## src/rtl/ev_cnt_pkg.sv

```systemverilog
// ---------------------------------------------------------------------------
// ev_cnt_pkg
// Shared constants and helpers for the multi-channel event counter bank.
//   EDGE_*      : 2-bit per-channel edge-mode encodings
//   SYNC_STAGES : depth of the per-channel input synchroniser
//   ARM_CYCLES  : clocks after reset release before edges are honoured
//   edge_match  : decides whether a detected edge qualifies under a mode
// ---------------------------------------------------------------------------
package ev_cnt_pkg;

    localparam logic [1:0] EDGE_OFF  = 2'b00;
    localparam logic [1:0] EDGE_RISE = 2'b01;
    localparam logic [1:0] EDGE_FALL = 2'b10;
    localparam logic [1:0] EDGE_BOTH = 2'b11;

    localparam int SYNC_STAGES = 2;
    localparam int ARM_CYCLES  = 3;

    // Map a (rise, fall) pair onto the selected edge mode.
    function automatic logic edge_match(input logic [1:0] mode,
                                        input logic       rise,
                                        input logic       fall);
        logic hit;
        case (mode)
            EDGE_RISE: hit = rise;
            EDGE_FALL: hit = fall;
            EDGE_BOTH: hit = rise | fall;
            default:   hit = 1'b0;
        endcase
        return hit;
    endfunction

endpackage

```

## src/rtl/ev_cnt_chan.sv

```systemverilog
// ---------------------------------------------------------------------------
// ev_cnt_chan
// One event-counter channel: synchroniser, optional debounce filter, history
// flop, edge qualification, wrap/saturate counter with sticky overflow,
// synchronous clear and snapshot register.
// Optional feature macro: EV_CNT_DEBOUNCE_EN (inserts the debounce filter).
// Ports:
//   clk, rst_n : clock, asynchronous active-low reset
//   ev         : raw asynchronous event line
//   en         : count enable
//   mode       : edge mode (OFF/RISE/FALL/BOTH)
//   clr        : clears counter and overflow flag on the next clock
//   snap       : loads the counter into the snapshot register
//   armed      : bank-wide qualifier, low during the post-reset settle time
//   cnt        : live counter value
//   snap_val   : snapshot register value
//   ovf        : sticky overflow flag
// ---------------------------------------------------------------------------
module ev_cnt_chan
    import ev_cnt_pkg::*;
#(
    parameter int CNT_W     = 32,
    parameter int SATURATE  = 0,
    parameter int DB_CYCLES = 16
) (
    input  logic             clk,
    input  logic             rst_n,
    input  logic             ev,
    input  logic             en,
    input  logic [1:0]       mode,
    input  logic             clr,
    input  logic             snap,
    input  logic             armed,
    output logic [CNT_W-1:0] cnt,
    output logic [CNT_W-1:0] snap_val,
    output logic             ovf
);

    localparam logic [CNT_W-1:0] CNT_MAX = '1;

    logic [SYNC_STAGES-1:0] sync_q;
    logic                   synced;
    logic                   filt;
    logic                   hist_q;
    logic                   hit_q;
    logic                   rise;
    logic                   fall;

    // Two-flop synchroniser for the asynchronous event line.
    always_ff @(posedge clk or negedge rst_n) begin
        if (!rst_n) begin
            sync_q <= '0;
        end else begin
            sync_q <= {sync_q[SYNC_STAGES-2:0], ev};
        end
    end

    assign synced = sync_q[SYNC_STAGES-1];

`ifdef EV_CNT_DEBOUNCE_EN
    localparam int DB_W = $clog2(DB_CYCLES + 1);

    logic [DB_W-1:0] db_cnt;

    // The filtered level only follows the synced level after the two have
    // disagreed for DB_CYCLES consecutive clocks; any return to agreement
    // restarts the window, so short glitches never reach the edge detector.
    always_ff @(posedge clk or negedge rst_n) begin
        if (!rst_n) begin
            db_cnt <= '0;
            filt   <= 1'b0;
        end else if (synced == filt) begin
            db_cnt <= '0;
        end else if (db_cnt == DB_W'(DB_CYCLES - 1)) begin
            db_cnt <= '0;
            filt   <= synced;
        end else begin
            db_cnt <= db_cnt + 1'b1;
        end
    end
`else
    assign filt = synced;
`endif

    assign rise = filt & ~hist_q;
    assign fall = ~filt & hist_q;

    // History always follows the filtered level, independent of mode and
    // enable, so turning a channel on never manufactures an edge. The
    // qualified edge is registered before it reaches the counter.
    always_ff @(posedge clk or negedge rst_n) begin
        if (!rst_n) begin
            hist_q <= 1'b0;
            hit_q  <= 1'b0;
        end else begin
            hist_q <= filt;
            hit_q  <= armed & en & edge_match(mode, rise, fall);
        end
    end

    // Counter with wrap or saturate; clear takes priority and drops any
    // increment landing on the same edge.
    always_ff @(posedge clk or negedge rst_n) begin
        if (!rst_n) begin
            cnt <= '0;
            ovf <= 1'b0;
        end else if (clr) begin
            cnt <= '0;
            ovf <= 1'b0;
        end else if (hit_q) begin
            if (cnt == CNT_MAX) begin
                ovf <= 1'b1;
                cnt <= (SATURATE != 0) ? CNT_MAX : '0;
            end else begin
                cnt <= cnt + 1'b1;
            end
        end
    end

    // Snapshot samples the register value, i.e. before any same-edge
    // increment or clear takes effect.
    always_ff @(posedge clk or negedge rst_n) begin
        if (!rst_n) begin
            snap_val <= '0;
        end else if (snap) begin
            snap_val <= cnt;
        end
    end

endmodule

```

## src/rtl/ev_counter_bank.sv

```systemverilog
// ---------------------------------------------------------------------------
// ev_counter_bank
// Bank of CH_NUM event counters with a shared post-reset arming delay, a
// bank-wide snapshot strobe and a channel-select read mux.
// Optional feature macro: EV_CNT_DEBOUNCE_EN (per-channel debounce filter of
// DB_CYCLES clocks; DB_CYCLES is otherwise unused).
// Ports:
//   clk_i, rst_ni : clock, asynchronous active-low reset
//   ev_i          : raw asynchronous event lines, bit n = channel n
//   en_i          : per-channel count enable
//   mode_i        : per-channel edge mode, bits [2n+1:2n]
//   clr_i         : per-channel synchronous clear (counter + overflow)
//   snap_i        : capture every live counter into its snapshot register
//   sel_i         : channel select for the read outputs
//   cnt_o         : live count of the selected channel (0 if out of range)
//   snap_o        : snapshot of the selected channel (0 if out of range)
//   ovf_o         : sticky overflow flags
// ---------------------------------------------------------------------------
module ev_counter_bank
    import ev_cnt_pkg::*;
#(
    parameter int CH_NUM    = 4,
    parameter int CNT_W     = 32,
    parameter int SATURATE  = 0,
    parameter int DB_CYCLES = 16
) (
    input  logic                                         clk_i,
    input  logic                                         rst_ni,
    input  logic [CH_NUM-1:0]                            ev_i,
    input  logic [CH_NUM-1:0]                            en_i,
    input  logic [2*CH_NUM-1:0]                          mode_i,
    input  logic [CH_NUM-1:0]                            clr_i,
    input  logic                                         snap_i,
    input  logic [((CH_NUM > 1) ? $clog2(CH_NUM) : 1)-1:0] sel_i,
    output logic [CNT_W-1:0]                             cnt_o,
    output logic [CNT_W-1:0]                             snap_o,
    output logic [CH_NUM-1:0]                            ovf_o
);

    // Reject unsupported configurations at elaboration time.
    if (CH_NUM < 1 || CH_NUM > 16 || CNT_W < 8 || CNT_W > 32 || DB_CYCLES < 2) begin : g_bad_cfg
        $error("ev_counter_bank: unsupported parameter combination");
    end

    logic [1:0]       arm_cnt;
    logic             armed;
    logic [CNT_W-1:0] cnt_arr  [CH_NUM];
    logic [CNT_W-1:0] snap_arr [CH_NUM];

    // Shared arm counter: edges seen while the synchronisers are still
    // filling after reset release are discarded, so a line held high
    // through reset does not count.
    always_ff @(posedge clk_i or negedge rst_ni) begin
        if (!rst_ni) begin
            arm_cnt <= '0;
        end else if (arm_cnt != 2'(ARM_CYCLES)) begin
            arm_cnt <= arm_cnt + 1'b1;
        end
    end

    assign armed = (arm_cnt == 2'(ARM_CYCLES));

    for (genvar g = 0; g < CH_NUM; g++) begin : g_chan
        ev_cnt_chan #(
            .CNT_W     (CNT_W),
            .SATURATE  (SATURATE),
            .DB_CYCLES (DB_CYCLES)
        ) u_chan (
            .clk      (clk_i),
            .rst_n    (rst_ni),
            .ev       (ev_i[g]),
            .en       (en_i[g]),
            .mode     (mode_i[2*g +: 2]),
            .clr      (clr_i[g]),
            .snap     (snap_i),
            .armed    (armed),
            .cnt      (cnt_arr[g]),
            .snap_val (snap_arr[g]),
            .ovf      (ovf_o[g])
        );
    end

    // Read mux; a select beyond the last channel reads as zero.
    always_comb begin
        cnt_o  = '0;
        snap_o = '0;
        for (int i = 0; i < CH_NUM; i++) begin
            if (int'(sel_i) == i) begin
                cnt_o  = cnt_arr[i];
                snap_o = snap_arr[i];
            end
        end
    end

endmodule

```

## config.mk

```make
export PLATFORM = sky130hd
export DESIGN_NAME = ev_counter_bank
export DESIGN_NICKNAME = d
export VERILOG_FILES = /design/src/rtl/ev_cnt_pkg.sv /design/src/rtl/ev_cnt_chan.sv /design/src/rtl/ev_counter_bank.sv
export SDC_FILE = /design/constraint.sdc
export NUM_CORES = 1
export LEC_CHECK = 0
export BUFFER_PORTS_ARGS = -buffer_cell sky130_fd_sc_hd__buf_2
export CORE_AREA = 3 3 140 244
export DETAILED_ROUTE_END_ITERATION = 6
export DIE_AREA = 0 0 143 247
export PLACE_DENSITY_LB_ADDON = 0.25
export SYNTH_ARGS = -nofsm -noshare
export SYNTH_HDL_FRONTEND = slang
export SYNTH_HIERARCHICAL = 1
export SYNTH_SLANG_ARGS = --single-unit
export TNS_END_PERCENT = 5
```

## constraint.sdc

```tcl
create_clock -name clk_i -period 2.7 [get_ports clk_i]
set_input_delay 0.54 -clock clk_i [delete_from_list [all_inputs] [get_ports clk_i]]
set_output_delay 0.54 -clock clk_i [all_outputs]
set_load 0.02 [all_outputs]
```

==> results of run 1 <==
## Yosys cell counts, types with 23 or more instances
| cell | count |
|---|---|
| sky130_fd_sc_hd__dfrtp_1 | 278 |
| sky130_fd_sc_hd__mux2_2 | 129 |
| sky130_fd_sc_hd__nor2_1 | 84 |
| sky130_fd_sc_hd__a21oi_1 | 66 |
| sky130_fd_sc_hd__nand2_1 | 64 |
| sky130_fd_sc_hd__mux4_2 | 60 |
| sky130_fd_sc_hd__nand3_1 | 49 |
| sky130_fd_sc_hd__nand4_1 | 44 |
| sky130_fd_sc_hd__inv_1 | 33 |
| sky130_fd_sc_hd__xor2_1 | 33 |
| sky130_fd_sc_hd__xnor2_1 | 31 |
| sky130_fd_sc_hd__or3_1 | 23 |
## routing by layer
layer	vias up	share of wire [%]	track usage, %
met4	0	5.3	11.6
met2	272	52	41.9
met1	5570	39	28.5
met5	-	0	0
li1	4834	-	-
met3	68	3.6	2.61
## final cells by class
| type | count | area [um2] |
|---|---|---|
| Fill cell | 2819 | 15600 |
| Clock inverter | 12 | 97.6 |
| Multi-Input combinational cell | 830 | 7030 |
| Sequential cell | 278 | 6960 |
| Timing Repair Buffer | 170 | 1190 |
| Clock buffer | 41 | 831 |
| Tap cell | 400 | 500 |
| Inverter | 33 | 124 |
## logic make-up (layout without fill, tap and decap cells)
kind of cell	after synthesis	after routing	share of synthesized area [%]
buf+inv	96	256	3.60
xor+xnor	64	64	3.86
mux	197	197	20.3
fa+ha+maj	13	13	1.12
compound gates	147	147	6.85
simple gates	409	409	16.3
flops	278	278	47.9
## through the flow
| stage | worst slack [ns] | utilization, % | hold slack, ns |
|---|---|---|---|
| after CTS | 0.310 | 51.7 | 0.0541 |
| after floorplan | 0.723 | - | 0.244 |
| after detailed placement | 0.320 | 48.8 | 0.338 |
| after global routing | 0.213 | 51.7 | 0.0575 |
| after global placement | 0.343 | 48.8 | 0.335 |
| final | 0.306 | 51.7 | 0.0782 |
## worst register-to-register path: stages (launching register included)
cell                      delay [ns]
sky130_fd_sc_hd__dfrtp_1        0.48
sky130_fd_sc_hd__ha_1           0.28
sky130_fd_sc_hd__and4_2         0.37
sky130_fd_sc_hd__nand3_1        0.24
sky130_fd_sc_hd__o41ai_4        0.52
sky130_fd_sc_hd__buf_4          0.29
sky130_fd_sc_hd__a21oi_1        0.08
## registers in the layout (all words and copies together), names as in the netlist
name                    flops
g_chan.u_chan/snap_val    128
g_chan.u_chan/sync_q        8
g_chan.u_chan/hit_q         4
g_chan.u_chan/cnt         128
g_chan.u_chan/ovf           4
g_chan.u_chan/hist_q        4
arm_cnt                     2
## worst max path at each step
stage	end	slack [ns]
2_1_floorplan	cnt_o[0]	0.72
4_1_cts	cnt_o[14]	0.31
5_1_grt	g_chan[3].u_chan/cnt[25]$_DFFE_PN0P_	0.21
6_report	g_chan[3].u_chan/cnt[25]$_DFFE_PN0P_	0.31
3_3_place_gp	snap_o[4]	0.34
3_5_place_dp	cnt_o[14]	0.32
## power groups by stage
| stage | clock network (mW) | logic, mW | registers, mW |
|---|---|---|---|
| finish | 3.94 | 0.429 | 4.21 |
| global route | 4.20 | 0.473 | 4.21 |
| CTS | 4.03 | 0.439 | 4.21 |
| detailed placement | 0 | 0.436 | 4.29 |
| global placement | 0 | 0.431 | 4.29 |
| floorplan | 0 | 0.248 | 4.28 |
## timing repair
| action | 4_1_cts | 5_1_grt |
|---|---|---|
| hold endpoints to repair | 59 | 0 |
| hold buffers | 1 | 0 |
| setup endpoints to repair | 0 | 0 |
==> impl_metrics.py, run 1 <==
metrics = {
    "outcome": {
        "status": "completed",
    },
    "place": {
        "dp.final_hpwl_mm": 31.2,
        "place.port_buffers": 92,
        "post-place-cells": 1710,
        "routabilityCongestion": 0.873,
        "dpl-instance-area_um2": 15800,
    },
    "setup_path": {
        "worstSetupPathDepth": 6,
        "worstReg2RegStart": "g_chan[3].u_chan/cnt[1]$_DFFE_PN0P_",
        "r2r_setup_slack_ns": 0.31,
        "slowest_delay_ns": 0.52,
        "worst_path_required_ns": 3.12,
        "critical_path_buf_inv_count": 1,
        "ff2ff_path_depth": 6,
        "cp-start-kind": "flop",
        "crit_arrival_ns": 2.82,
        "crit_path_top_delay_cell": "sky130_fd_sc_hd__o41ai_4",
        "critPathMaxFanout": 12,
        "critical_path.endpoint_type": "flop",
        "worst-setup-path-type": "flop to flop",
        "timing.critical_path.cells": "ha_1, and4_2, nand3_1, o41ai_4, buf_4, a21oi_1",
        "setup.worst_path.start": "g_chan[3].u_chan/cnt[1]$_DFFE_PN0P_",
        "reg2reg_to": "g_chan[3].u_chan/cnt[25]$_DFFE_PN0P_",
        "timing.critical_path.max_delay_family": "simple AND/OR/NAND/NOR gates",
    },
    "drt": {
        "post-route-drc-count": 0,
        "avgViaCountPerCell": 6.09,
        "firstDrtPassIters": 5,
        "vias": 10700,
        "avgRoutedWirePerCell_um": 23.5,
        "route.final.wire_length_mm": 41.5,
        "detail_route.iter0.violations": 734,
        "antenna_left": 0,
    },
    "grt": {
        "overflow": 0,
        "grt_max_degree": 67,
        "first_global_vias": 11100,
        "grt_pass1_wl_mm": 64.9,
        "global_route.usage.total_pct": 23.7,
        "grt_antenna_before_repair": 0,
    },
    "timing": {
        "finalSetupViolations": 0,
        "timing.fmax_mhz": 418,
        "setup-tns-final_ns": 0,
        "finalClockSkew_ns": 0.0155,
        "timing.slew.headroom_pct": 49.0,
        "final-hold-violation-count": 0,
        "grt_setup_unrepaired": "false",
        "layout_min_cycle_time_ns": 2.39,
        "timing.final.crit_share_pct": 88.7,
        "worst_pin_slew_ns": 0.758,
        "timing.final.max_slew_violations": 0,
    },
    "clocking": {
        "clock_insertion_delay_worst_skew_ns": 0.57,
        "cts_max_level": 1,
        "root_buffer": "sky130_fd_sc_hd__clkbuf_16",
        "cts.path.max_buffers": 3,
        "cts.sink_count": 278,
        "tritoncts": "done",
        "cts_setup_buffers": 0,
        "cts-buffers-inserted": 29,
        "cts_repair_resize_count": 0,
        "clk_transition_reported_paths_ns": 0.06,
    },
    "hold_path": {
        "tightest_hold_check_type": "input port to flop",
        "min_delay_path_depth": 1,
        "min-delay-start": "ev_i[0]",
        "hold-path-endpoint": "g_chan[0].u_chan/sync_q[0]$_DFF_PN0_",
    },
    "floorplan": {
        "ios": 93,
        "row_count": 87,
        "die-area_um2": 35300,
        "die_width_um": 143,
        "coreArea_um2": 32300,
        "die_y_um": 247,
        "initial_utilization_pct": 44.9,
    },
    "finish": {
        "area_growth_pct": 15.3,
        "layout.cells.most_common_list": "278 x sky130_fd_sc_hd__dfrtp_1, 129 x sky130_fd_sc_hd__mux2_2, 89 x sky130_fd_sc_hd__buf_2",
        "drive_above_1_share_pct": 32.9,
        "count_of_inserted_antenna_diode_cells": 0,
        "num-nets-final": 1380,
        "instances_no_fill": 1764,
        "layout.cells.most_common": "sky130_fd_sc_hd__dfrtp_1",
        "design_area_um2": 16700,
    },
    "run": {
        "count_of_maximum_capacitance_violations": 0,
    },
    "power": {
        "share_comb_of_total_power_pct": 5.0,
        "post-layout-total-power_mw": 8.58,
        "cellPowerDensity_nw_per_um2": 513,
        "cell_internal_pwr_mw": 6.59,
        "p_sw_share_pct": 23.3,
        "net_switching_mw": 2.00,
        "vdd_ir_drop_max_uv": 553,
        "leakagePower_nw": 7.47,
        "seq_power_share_pct": 49.1,
        "pwr-share-clk_pct": 45.9,
    },
    "synthesis": {
        "netlist-cell-type-count": 57,
        "synth.ff_latch_count": 278,
        "yosysTopAreaCell": "sky130_fd_sc_hd__dfrtp_1",
        "netlist_instances": 1204,
        "ys_top_cells_by_area": "sky130_fd_sc_hd__dfrtp_1 48%, sky130_fd_sc_hd__mux2_2 10%, sky130_fd_sc_hd__mux4_2 9.3%",
        "syn_area_per_cell_um2": 12.1,
        "post_synth_instance_area_um2": 14500,
        "ys_seq_area_share_pct": 47.9,
        "synth-edff-count": 0,
        "asyncSetResetFlopFracSynth_pct": 100,
        "synth.top_cell.area_share_pct": 47.9,
        "mappedNetlistNets": 1242,
        "synth_flop_cell": "sky130_fd_sc_hd__dfrtp_1",
        "synthesis.yosys.warnings": 6,
    },
}
Note: power is estimated with default switching activity, not from simulation.
==> run 2, diff against run 1 <==
- CELL_PAD_IN_SITES_DETAIL_PLACEMENT: unset -> 1
- CELL_PAD_IN_SITES_GLOBAL_PLACEMENT: unset -> 1
==> run 2 against run 1 <==
Effect of this change:
- sequential share of layout area fell by 0.28 points
- global-route usage rose by 2.4 points
- clock power rose by 5.6%
- clock skew fell by 0.00082 ns
- the flow now finishes with violations (negative hold slack)
- critical path depth fell by 3
- sequential power barely moved
- highest routed layer unchanged
- largest cell class unchanged
- core utilization rose by 0.34 points
==> impl_metrics.py, run 2 (synthesis results as in run 1) <==
metrics = {
    "outcome": {
        "status": "complete, but fails checks",
        "violations": "negative hold slack",
    },
    "clocking": {
        "clk_transition_reported_paths_ns": 0.07,
        "clock_insertion_delay_worst_skew_ns": 0.56,
        "cts_setup_buffers": 0,
        "cts.path.max_buffers": 3,
        "cts_repair_resize_count": 0,
        "tritoncts": "done",
        "cts-buffers-inserted": 28,
        "cts.sink_count": 278,
        "root_buffer": "sky130_fd_sc_hd__clkbuf_16",
        "cts_hold_buf": 0,
        "cts_max_level": 1,
    },
    "drt": {
        "avgRoutedWirePerCell_um": 25.9,
        "detail_route.iter0.violations": 653,
        "antenna_left": 0,
        "firstDrtPassIters": 5,
        "avgViaCountPerCell": 6.24,
        "route.final.wire_length_mm": 45.8,
        "vias": 11000,
        "post-route-drc-count": 0,
    },
    "place": {
        "routabilityCongestion": 0.868,
        "place.port_buffers": 92,
        "dp.final_hpwl_mm": 34.3,
        "dpl-instance-area_um2": 15900,
        "pre_cts_ws_ns": 0.316,
    },
    "timing": {
        "timing.final.crit_share_pct": 89.1,
        "finalClockSkew_ns": 0.0147,
        "timing.final.max_slew_violations": 0,
        "fin_ws_ns": 0.295,
        "layout_min_cycle_time_ns": 2.41,
        "setup-tns-final_ns": 0,
        "worst_pin_slew_ns": 0.796,
        "timing.fmax_mhz": 416,
        "grt_setup_unrepaired": "false",
        "final-hold-violation-count": 3,
        "finalSetupViolations": 0,
        "hold-worst-slack_ns": -0.0271,
        "timing.slew.headroom_pct": 46.9,
    },
    "grt": {
        "first_global_vias": 12000,
        "grt_antenna_before_repair": 2,
        "grt_max_degree": 87,
        "global_route.usage.total_pct": 26.2,
        "overflow": 0,
        "grt_pass1_wl_mm": 70.8,
    },
    "setup_path": {
        "worst_path_required_ns": 2.16,
        "worst-setup-path-type": "flop to output port",
        "slowest_delay_ns": 0.48,
        "crit_path_top_delay_cell": "sky130_fd_sc_hd__mux4_2",
        "cp-start-kind": "flop",
        "critical_path.endpoint_type": "output port",
        "critPathMaxFanout": 7,
        "timing.critical_path.cells": "buf_4, mux4_2, buf_2",
        "crit_arrival_ns": 1.87,
    },
    "finish": {
        "drive_above_1_share_pct": 33.2,
        "ff_latch_area_um2": 6960,
        "largestRegisters": "g_chan.u_chan/cnt: 128 flops, g_chan.u_chan/snap_val: 128 flops, g_chan.u_chan/sync_q: 8 flops",
        "design_area_um2": 16800,
        "num-nets-final": 1387,
        "layout.cells.most_common_list": "278 x sky130_fd_sc_hd__dfrtp_1, 129 x sky130_fd_sc_hd__mux2_2, 89 x sky130_fd_sc_hd__buf_2",
        "fill_cells": 3370,
        "layout.cells.most_common": "sky130_fd_sc_hd__dfrtp_1",
        "area_growth_pct": 16.1,
        "finalCoreUtilization_pct": 52.1,
        "total_area_of_multi_input_combinational_cells_um2": 7030,
    },
    "floorplan": {
        "row_count": 87,
        "die_y_um": 247,
        "die-area_um2": 35300,
        "initial_utilization_pct": 44.9,
        "ios": 93,
        "die_width_um": 143,
        "coreArea_um2": 32300,
    },
    "power": {
        "leakagePower_nw": 7.54,
        "cellPowerDensity_nw_per_um2": 524,
        "vdd_ir_drop_max_uv": 439,
    },
    "run": {
        "count_of_maximum_capacitance_violations": 0,
    },
    "hold_path": {
        "tightest_hold_check_type": "input port to asynchronous set/reset pin",
    },
}
-- run 2: changes by cell type in the layout (fill, tap and decap cells not counted), sizes merged --
cell	previous run	this run
diode	0	1
clkinv	8	4
dlygate4sd3	1	0
inv	35	33
buf	169	178
bufinv	1	4
clkbuf	41	39
clkinvlp	1	0
-- run 2: area by class of cell --
class / count / share of cell area, %
Clock buffer: 39 / 4.89
Timing Repair Buffer: 178 / 7.47
Antenna cell: 1 / 0.0149
Tap cell: 400 / 2.97
Multi-Input combinational cell: 830 / 41.8
Inverter: 33 / 0.736
Sequential cell: 278 / 41.3
Clock inverter: 8 / 0.854
-- run 2: worst paths after layout --
| kind | cells past startpoint | to | slack [ns] | from |
|---|---|---|---|---|
| min in group clk_i | 1 | g_chan[2].u_chan/sync_q[0]$_DFF_PN0_ | 0.09 | ev_i[2] |
| worst max register to register | 6 | g_chan[2].u_chan/cnt[27]$_DFFE_PN0P_ | 0.41 | g_chan[2].u_chan/cnt[1]$_DFFE_PN0P_ |
| worst max-delay path | 3 | cnt_o[16] | 0.29 | g_chan[2].u_chan/cnt[16]$_DFFE_PN0P_ |
| worst min-delay path | 1 | g_chan[0].u_chan/hist_q$_DFF_PN0_ | -0.03 | rst_ni |
| worst min register to register | 0 | g_chan[3].u_chan/sync_q[1]$_DFF_PN0_ | 0.35 | g_chan[3].u_chan/sync_q[0]$_DFF_PN0_ |
| max in group asynchronous | 2 | g_chan[3].u_chan/snap_val[11]$_DFFE_PN0P_ | 1.88 | rst_ni |
-- run 2: report_power, final --
group / switching (mW) / internal, mW
logic: 0.284 / 0.165
clock network: 1.67 / 2.49
registers: 0.0194 / 4.19
total: 1.98 / 6.84
-- run 2: per-stage QoR --
step / total power, mW / std cells
floorplan: 4.53 / 1204
finish: 8.82 / 1767
global placement: 4.73 / 1719
global route: 9.13 / 1767
detailed placement: 4.74 / 1719
CTS: 8.92 / 1766
-- run 2: critical path, delay by kind of cell, from the launching register on --
family   cells  cell delay [ns]
flops        1             0.45
mux          1             0.48
buf+inv      2             0.38
-- run 2: layer usage --
layer | vias up | part of all wire (%) | global-route usage [%]
met3 | 97 | 3.2 | 2.44
met2 | 269 | 54 | 47.3
met1 | 5821 | 38 | 31.0
li1 | 4837 | - | -
met5 | - | 0 | 0
met4 | 0 | 5.0 | 12.1
==> run 3, diff against run 2 <==
--- a/config.mk
+++ b/config.mk
@@ -10,5 +10,6 @@
 export CELL_PAD_IN_SITES_GLOBAL_PLACEMENT = 1
-export CORE_AREA = 3 3 140 244
+export CORE_AREA = 3 3 137 238
 export DETAILED_ROUTE_END_ITERATION = 6
-export DIE_AREA = 0 0 143 247
+export DIE_AREA = 0 0 140 241
+export MAX_ROUTING_LAYER = met4
 export PLACE_DENSITY_LB_ADDON = 0.25
@@ -16,3 +17,2 @@
 export SYNTH_HDL_FRONTEND = slang
-export SYNTH_HIERARCHICAL = 1
 export SYNTH_SLANG_ARGS = --single-unit
==> constraint.sdc (replaced) <==
create_clock -name clk_i -period 2.7 [get_ports clk_i]
set_input_delay 0.27 -clock clk_i [delete_from_list [all_inputs] [get_ports clk_i]]
set_output_delay 0.27 -clock clk_i [all_outputs]
set_load 0.02 [all_outputs]
==> run 3 against run 2 <==
Effect of this change:
- the run now ends clean
- non-clock buffer count fell by 20
- critical path type is now flop to flop
- largest power group unchanged
- final area fell by 5.7%
- largest cell class is now registers
- clock skew barely moved
- fmax rose by 7.8%
- highest routed layer unchanged
==> impl_metrics.py, run 3 <==
metrics = {
    "outcome": {
        "status": "completed",
    },
    "clocking": {
        "cts.sink_count": 278,
        "cts_max_level": 1,
        "cts.path.max_buffers": 3,
        "clk_transition_reported_paths_ns": 0.06,
        "clock_insertion_delay_worst_skew_ns": 0.55,
        "tritoncts": "done",
        "root_buffer": "sky130_fd_sc_hd__clkbuf_16",
        "cts_repair_resize_count": 0,
        "cts-buffers-inserted": 27,
    },
    "floorplan": {
        "die-area_um2": 33700,
        "initial_utilization_pct": 44.7,
        "die_width_um": 140,
        "row_count": 85,
        "die_y_um": 241,
        "ios": 93,
        "coreArea_um2": 30800,
    },
    "power": {
        "leakagePower_nw": 7.25,
        "vdd_ir_drop_max_uv": 523,
        "cellPowerDensity_nw_per_um2": 516,
    },
    "finish": {
        "largestRegisters": "g_chan.u_chan.cnt: 128 flops, g_chan.u_chan.snap_val: 128 flops, g_chan.u_chan.sync_q: 8 flops",
        "fill_cells": 3198,
        "num-nets-final": 1290,
        "layout.cells.most_common": "sky130_fd_sc_hd__dfrtp_1",
        "layout.cells.most_common_list": "278 x sky130_fd_sc_hd__dfrtp_1, 130 x sky130_fd_sc_hd__nor2_1, 129 x sky130_fd_sc_hd__mux2_2",
        "area_growth_pct": 15.2,
        "drive_above_1_share_pct": 30.8,
    },
    "synthesis": {
        "synth-edff-count": 0,
        "netlist-cell-type-count": 53,
        "syn_area_per_cell_um2": 12.1,
        "yosysTopAreaCell": "sky130_fd_sc_hd__dfrtp_1",
        "asyncSetResetFlopFracSynth_pct": 100,
        "synthesis.yosys.warnings": 0,
        "synth_top_cells_by_count": "278 x sky130_fd_sc_hd__dfrtp_1, 130 x sky130_fd_sc_hd__nor2_1, 129 x sky130_fd_sc_hd__mux2_2",
        "synth.ff_latch_count": 278,
        "netlist_instances": 1136,
        "post_synth_instance_area_um2": 13800,
        "ys_seq_area_share_pct": 50.4,
        "synth_flop_cell": "sky130_fd_sc_hd__dfrtp_1",
        "mappedNetlistNets": 1174,
        "ys_top_cells_by_area": "sky130_fd_sc_hd__dfrtp_1 50%, sky130_fd_sc_hd__mux2_2 11%, sky130_fd_sc_hd__mux4_2 10%",
        "yosys.cell_count.top_type": "sky130_fd_sc_hd__dfrtp_1",
        "synth.top_cell.area_share_pct": 50.4,
    },
    "timing": {
        "timing.slew.headroom_pct": 56.3,
        "setup-tns-final_ns": 0,
        "fin_ws_ns": 0.469,
        "timing.fmax_mhz": 448,
        "layout_min_cycle_time_ns": 2.23,
        "grt_setup_unrepaired": "false",
        "final-hold-violation-count": 0,
        "finalSetupViolations": 0,
        "timing.final.crit_share_pct": 82.6,
        "worst_pin_slew_ns": 0.655,
        "timing.final.max_slew_violations": 0,
        "finalClockSkew_ns": 0.0150,
    },
    "grt": {
        "grt_max_degree": 80,
        "first_global_vias": 10600,
        "global_route.usage.total_pct": 24.1,
        "overflow": 0,
        "grt_antenna_before_repair": 0,
        "grt_pass1_wl_mm": 61.4,
    },
    "drt": {
        "avgRoutedWirePerCell_um": 23.6,
        "post-route-drc-count": 0,
        "detail_route.iter0.violations": 525,
        "antenna_left": 0,
        "firstDrtPassIters": 4,
        "vias": 9720,
        "avgViaCountPerCell": 5.86,
        "route.final.wire_length_mm": 39.3,
    },
    "setup_path": {
        "worst-setup-path-type": "flop to flop",
        "cp-start-kind": "flop",
        "critical_path.endpoint_type": "flop",
        "critPathMaxFanout": 29,
        "worst_path_required_ns": 3.13,
        "crit_arrival_ns": 2.66,
    },
    "place": {
        "place.port_buffers": 92,
        "pre_cts_ws_ns": 0.477,
        "routabilityCongestion": 0.832,
        "dp.final_hpwl_mm": 28.0,
    },
    "hold_path": {
        "tightest_hold_check_type": "input port to flop",
    },
    "run": {
        "count_of_maximum_capacitance_violations": 0,
    },
}
[run 3: cell count changes in the layout (fill, tap and decap cells not counted), moves of 11 or more]
cell and change:
sky130_fd_sc_hd__a21oi_1 -55, sky130_fd_sc_hd__buf_4 -28, sky130_fd_sc_hd__nand2_1 -13, sky130_fd_sc_hd__nor2_1 +46
sky130_fd_sc_hd__nor4_1 +14, sky130_fd_sc_hd__o21ai_0 -11, sky130_fd_sc_hd__o31ai_1 -20, sky130_fd_sc_hd__o41ai_1 -15
sky130_fd_sc_hd__or3_1 -18, sky130_fd_sc_hd__or4_1 -18, sky130_fd_sc_hd__xnor2_1 +32, sky130_fd_sc_hd__xor2_1 +18
[run 3: through the flow]
stage / hold slack (ns) / instance area [um2] / power (mW) / std cells / util, %
finish: 0.0378 / 15900 / 8.20 / 1660 / 51.5
global placement: 0.232 / 15000 / 4.71 / 1605 / 48.6
detailed placement: 0.235 / 15000 / 4.72 / 1605 / 48.6
floorplan: -0.0256 / 13800 / 4.51 / 1136 / -
CTS: 0.0105 / 15900 / 8.33 / 1659 / 51.5
global route: 0.0206 / 15900 / 8.51 / 1659 / 51.5
[run 3: worst paths after layout]
check | from | to | slack [ns] | depth (start not counted)
hold reg to reg | g_chan[1].u_chan.sync_q[0]$_DFF_PN0_ | g_chan[1].u_chan.sync_q[1]$_DFF_PN0_ | 0.35 | 0
hold / removal | en_i[1] | g_chan[1].u_chan.hit_q$_DFF_PN0_ | 0.04 | 2
max in group asynchronous | rst_ni | g_chan[3].u_chan.snap_val[16]$_DFFE_PN0P_ | 1.61 | 3
setup reg to reg | g_chan[2].u_chan.cnt[4]$_DFFE_PN0P_ | g_chan[2].u_chan.cnt[6]$_DFFE_PN0P_ | 0.47 | 6
setup / recovery | g_chan[2].u_chan.cnt[4]$_DFFE_PN0P_ | g_chan[2].u_chan.cnt[6]$_DFFE_PN0P_ | 0.47 | 6
min in group asynchronous | rst_ni | g_chan[3].u_chan.snap_val[28]$_DFFE_PN0P_ | 0.25 | 2
[run 3: layout make-up]
type                    count  area (um2)  area share, %
clock buffers              39         771           4.85
clock inverters             6        36.3          0.228
inverters                  23        86.3          0.543
repair buffers            158        1120           7.04
well taps                 391         489           3.08
flip-flops and latches    278        6960           43.8
diodes                      1        2.50         0.0158
multi-input cells         764        6430           40.5
[run 3: critical path, cell delays in order (launching register included)]
cell and delay, ns:
sky130_fd_sc_hd__dfrtp_1 0.48, sky130_fd_sc_hd__nand4_1 0.26, sky130_fd_sc_hd__or2_2 0.51, sky130_fd_sc_hd__nor4_1 0.37
sky130_fd_sc_hd__a21o_1 0.22, sky130_fd_sc_hd__buf_12 0.20, sky130_fd_sc_hd__nor2_1 0.08
[run 3: timing repair]
| action | CTS | global route |
|---|---|---|
| buffers inserted | 0 | 0 |
| hold buffers | 9 | 0 |
| hold endpoints to repair | 63 | 0 |
[run 3: where the power goes]
part           internal, mW  switching (mW)
sequential             4.19          0.0300
clock                  1.97            1.59
combinational         0.157           0.262
[run 3: cells by family after synthesis]
family	share of synthesized area [%]
multiplexers	21.3
AND/OR/NAND/NOR	14.6
adder cells (fa/ha/maj)	1.18
buffers and inverters	2.98
AO/OA/AOI/OAI	2.20
XOR/XNOR	7.24
flip-flops	50.4
[run 3: metal layers]
layer  global-route usage (%)  wire (um)
met1                     27.9      15300
met2                     42.1      20700
met3                     3.07       1460
met4                     10.3       1750
met5                        -          0
